File: config.mk
export PLATFORM = sky130hd
export DESIGN_NAME = pc_sequencer
export DESIGN_NICKNAME = d
export VERILOG_FILES = /design/src/rtl/pc_sequencer.sv
export SDC_FILE = /design/constraint.sdc
export NUM_CORES = 1
export LEC_CHECK = 0
export CAP_MARGIN = 5
export CORE_ASPECT_RATIO = 0.8
export CORE_MARGIN = 10
export CORE_UTILIZATION = 37
export CTS_CLUSTER_DIAMETER = 200
export DETAILED_ROUTE_END_ITERATION = 8
export PLACE_DENSITY = 0.82
export SETUP_SLACK_MARGIN = 0.02
export SYNTH_ARGS = -nofsm -noshare
export SYNTH_HDL_FRONTEND = slang
export SYNTH_SLANG_ARGS = --single-unit
File: constraint.sdc
create_clock -name clk -period 2.6 [get_ports clk]
set_input_delay 0.78 -clock clk [delete_from_list [all_inputs] [get_ports clk]]
set_output_delay 0.78 -clock clk [all_outputs]
set_load 0.01 [all_outputs]
File: src/rtl/pc_sequencer.sv
// Program-counter and fetch sequencer: launch, stall, redirect bubble, halt.
// Optional counters enabled by defining PC_SEQUENCER_STATS_EN.
module pc_sequencer #(
    parameter int ADDR_W  = 32,
    parameter int PC_STEP = 1
) (
    input  logic              clk,
    input  logic              reset_n,
    input  logic              start,
    input  logic [ADDR_W-1:0] start_pc,
    input  logic              fetch_ready,
    input  logic              exec_valid,
    input  logic              exec_is_branch,
    input  logic              exec_is_jump,
    input  logic              exec_is_halt,
    input  logic [ADDR_W-1:0] exec_target,
    input  logic [31:0]       alu_result,
    output logic [ADDR_W-1:0] fetch_pc,
    output logic              fetch_valid,
    output logic              flush,
    output logic              busy,
    output logic              done,
    output logic [31:0]       redirect_count,
    output logic [31:0]       stall_count
);

    typedef enum logic [1:0] {IDLE, RUN, REDIRECT, HALTED} state_t;

    state_t            state, state_nx;
    logic [ADDR_W-1:0] pc_nx;
    logic              flush_nx;
    logic              in_run, start_acc;
    logic              do_halt, do_jump, do_br;

    assign in_run    = (state == RUN);
    assign start_acc = start && (state == IDLE || state == HALTED);

    // Mutually exclusive resolution with halt > jump > taken branch
    assign do_halt = in_run && exec_valid && exec_is_halt;
    assign do_jump = in_run && exec_valid && !exec_is_halt && exec_is_jump;
    assign do_br   = in_run && exec_valid && !exec_is_halt && !exec_is_jump
                     && exec_is_branch && (alu_result != 32'd0);

    always_comb begin
        state_nx = state;
        pc_nx    = fetch_pc;
        flush_nx = 1'b0;
        unique case (state)
            IDLE, HALTED: begin
                if (start) begin
                    pc_nx    = start_pc;
                    state_nx = RUN;
                end
            end
            RUN: begin
                unique case (1'b1)
                    do_halt: begin
                        flush_nx = 1'b1;
                        state_nx = HALTED;
                    end
                    do_jump: begin
                        pc_nx    = alu_result[ADDR_W-1:0];
                        flush_nx = 1'b1;
                        state_nx = REDIRECT;
                    end
                    do_br: begin
                        pc_nx    = exec_target;
                        flush_nx = 1'b1;
                        state_nx = REDIRECT;
                    end
                    default: begin
                        if (fetch_ready)
                            pc_nx = fetch_pc + ADDR_W'(PC_STEP);
                    end
                endcase
            end
            REDIRECT: state_nx = RUN;
            default:  state_nx = IDLE;
        endcase
    end

    always_ff @(posedge clk) begin
        if (!reset_n) begin
            state    <= IDLE;
            fetch_pc <= '0;
            flush    <= 1'b0;
        end else begin
            state    <= state_nx;
            fetch_pc <= pc_nx;
            flush    <= flush_nx;
        end
    end

    assign fetch_valid = in_run;
    assign busy        = in_run || (state == REDIRECT);
    assign done        = (state == HALTED);

`ifdef PC_SEQUENCER_STATS_EN
    logic [31:0] rc_q, sc_q;
    logic        do_stall;

    assign do_stall = in_run && !fetch_ready && !(do_halt || do_jump || do_br);

    always_ff @(posedge clk) begin
        if (!reset_n || start_acc) begin
            rc_q <= '0;
            sc_q <= '0;
        end else begin
            if ((do_jump || do_br) && rc_q != 32'hFFFF_FFFF)
                rc_q <= rc_q + 32'd1;
            if (do_stall && sc_q != 32'hFFFF_FFFF)
                sc_q <= sc_q + 32'd1;
        end
    end

    assign redirect_count = rc_q;
    assign stall_count    = sc_q;
`else
    logic unused_start_acc;
    assign unused_start_acc = start_acc;
    assign redirect_count   = 32'd0;
    assign stall_count      = 32'd0;
`endif

endmodule

==> results of run 1 <==
sequential cells by signal, summed over array words and instances (netlist names):
register	flops
state	2
fetch_pc	32
flush	1
stage by stage:
stage	hold WS, ps	instance area [um2]
2_1_floorplan	466.1	3420
3_3_place_gp	478.9	4767
3_5_place_dp	503.0	4767
4_1_cts	514.2	4921
5_1_grt	535.6	4921
6_report	518.5	4923
layout by cell type, fill, tap and decap left out, types with 8 or more instances in the layout:
cell type / count
inv_1: 12
conb_1: 64
buf_4: 48
nor3_1: 11
clkdlybuf4s50_1: 107
nand3_1: 13
o21ai_0: 11
clkbuf_2: 15
nand2_1: 42
and3_1: 12
o22ai_1: 15
a21oi_1: 25
dlygate4sd2_1: 8
nor2_1: 17
a221o_1: 10
a222oi_1: 19
dfxtp_1: 35
clkdlybuf4s15_1: 8
path summary, 6_finish.rpt:
| check | startpoint | endpoint | depth (start not counted) |
|---|---|---|---|
| min reg2reg | fetch_pc[30] | fetch_pc[30] | 2 |
| max reg2reg | fetch_pc[0] | fetch_pc[16] | 7 |
| min | fetch_pc[30] | fetch_pc[30] | 2 |
| max | alu_result[2] | fetch_pc[22] | 8 |
cell type report:
| cell class | instances | area [um2] |
|---|---|---|
| repair buffers | 194 | 1753 |
| flip-flops and latches | 35 | 700.7 |
| multi-input cells | 347 | 2165 |
| inverters | 12 | 45.04 |
| clock buffers | 6 | 82.58 |
| fillers | 758 | 3522 |
| clock inverters | 2 | 35.03 |
| diodes | 1 | 2.502 |
| well taps | 112 | 140.1 |
metal layers:
layer,vias to the layer above,wire length (um),global-route usage [%]
met5,-,0,0
met4,0,395,6.345
met3,37,1507,6.294
met2,274,6949,34.69
met1,1852,5244,24.04
li1,1840,-,-
where the power goes:
part,switching (W),internal (W)
combinational,0.000543,0.000585
clock,0.000212,0.000311
sequential,0.000125,0.000623
total,0.000880,0.00152
worst max-delay path, delay by kind of cell:
| kind | cells | cell delay (ps) |
|---|---|---|
| AOI/OAI and AO/OA | 4 | 1030 |
| and+or+nand+nor | 2 | 460 |
| buffers and inverters | 2 | 450 |
repair_timing:
action / CTS / global route
pin swaps: 15 / 13
setup buffers: 0 / 1
cloned: 2 / 0
gates resized for setup: 46 / 54
endpoints found under the setup margin: 35 / 30
logic make-up (layout without fill, tap and decap cells):
logic type / Yosys count / count (layout) / share of synthesized area [%]
multiplexers: 1 / 1 / 0.3537
AO/OA/AOI/OAI: 133 / 133 / 30.66
XOR/XNOR: 3 / 3 / 0.8256
buffers and inverters: 105 / 214 / 20.24
AND/OR/NAND/NOR: 143 / 143 / 24.61
adder cells (fa/ha/maj): 3 / 3 / 1.179
flip-flops: 35 / 35 / 22.01
other: 1 / 65 / 0.1178
==> flow_metrics.py, run 1 <==
metrics = {
    "die": {
        "core_um2": 8446,
        "start_util_pct": 37.69,
        "die_y_um": 103.0,
        "rows": 30,
        "dieArea_um2": 12740,
        "ios": 204,
        "die_w_um": 123.7,
    },
    "sta": {
        "fin_ws_ps": 64.98,
        "fmax_mhz": 394.5,
        "fin_crit_sh_pct": 97.50,
        "finalHoldViolCount": 0,
        "rsz0062_at_grt": "no",
        "maxSlewViolCount": 0,
        "max-slew-margin-rel_pct": 63.36,
        "setup_viol": 0,
        "skew_ps": 8.358,
        "worstMarginPinSlew_ps": 544.6,
        "finalSetupTns_ps": 0,
        "layout_min_cycle_time_ps": 2535,
    },
    "drt": {
        "viasPerCell": 5.646,
        "wire_per_inst_um": 19.88,
        "ant_nets": 0,
        "remaining_drc_errors": 0,
        "wl_um": 14100,
        "vias": 4003,
        "drtIter0Drc": 421,
        "first_pass_iters": 6,
    },
    "power_and_ir_drop": {
        "total_power_w": 0.002398,
        "p_per_area_nw_per_um2": 487.1,
        "leakage_nw": 1.969,
        "ir_drop_mv": 0.3282,
    },
    "clock_tree": {
        "cts_max_level": 2,
        "cts_max_path_buffers": 2,
        "numCtsBuffers": 5,
        "clkSinkCount": 35,
        "cts_tree": "built",
        "cts_hold_buf": 0,
        "clkTransAtPathRegs_ps": 80,
        "insertion_delay_ps": 290,
        "cts-root-buf": "clkbuf_8",
    },
    "place": {
        "pre_cts_ws_ps": -619.3,
        "place_congestion": 0.8922,
        "hpwl_um": 11360,
        "dp.cells": 697,
        "io_buffers": 139,
    },
    "layout": {
        "layout.cells.non_filler": 709,
        "final_util_pct": 58.30,
        "drive_gt1_share_pct": 17.95,
        "area_delta_synth_final_pct": 54.68,
        "final_nets": 702,
    },
    "worst_setup_path": {
        "path_cells": "dlygate4sd2_1 -> nor4_4 -> nand4_1 -> o211a_1 -> buf_6 -> a222oi_1 -> a21boi_2 -> o22ai_1",
        "r2r_slack_ps": 330,
        "critical_path_class": "input port to register",
        "slowest_stage": "a222oi_1",
        "worstPathMaxFanout": 7,
        "end_kind": "register",
        "required_ps": 2780,
        "cp-start-kind": "input port",
        "arrival_ps": 2720,
        "crit_path_max_incr_delay_ps": 380,
    },
    "synth": {
        "ys.flop_type": "dfxtp_1",
        "async_flop_share_pct": 0,
        "synth_commonest_cells": "65 x buf_4, 42 x nand2_1, 35 x dfxtp_1",
        "ys_types": 55,
        "yosysTopAreaCell": "dfxtp_1",
        "synth_edf_count": 0,
        "synthesis.instances": 424,
        "syn_area_um2": 3183,
        "syn_avg_cell_area_um2": 7.507,
        "yosysMostFrequentCell": "buf_4",
        "ys_seq_area_share_pct": 22.01,
        "yosysWarningCount": 0,
        "synth_seq_cells": 35,
        "ys_top_cells_by_area": "dfxtp_1 22%, buf_4 15%, a222oi_1 6.0%",
        "synth_top_area_share_pct": 22.01,
    },
    "global_routing": {
        "grt_first_pass_wirelength_um": 20820,
        "grt_use_total_pct": 20.41,
        "grt-ovfl-total": 0,
        "grt_start_max_net_pins": 27,
        "grt_pass1_vias": 4002,
        "antenna_found_initial": 1,
    },
    "min_path": {
        "holdCritPathClass": "register to register",
    },
    "flow_run": {
        "drv_cap": 0,
    },
    "run_status": {
        "status": "finished clean",
    },
}
No activity file was read; power rests on OpenSTA's default activity.
==> run 2, diff against run 1 <==
Settings changed: CTS_CLUSTER_SIZE set to 8.
==> results of run 2 <==
Same layout as run 1: the final DEF is identical, and so are final timing and power.
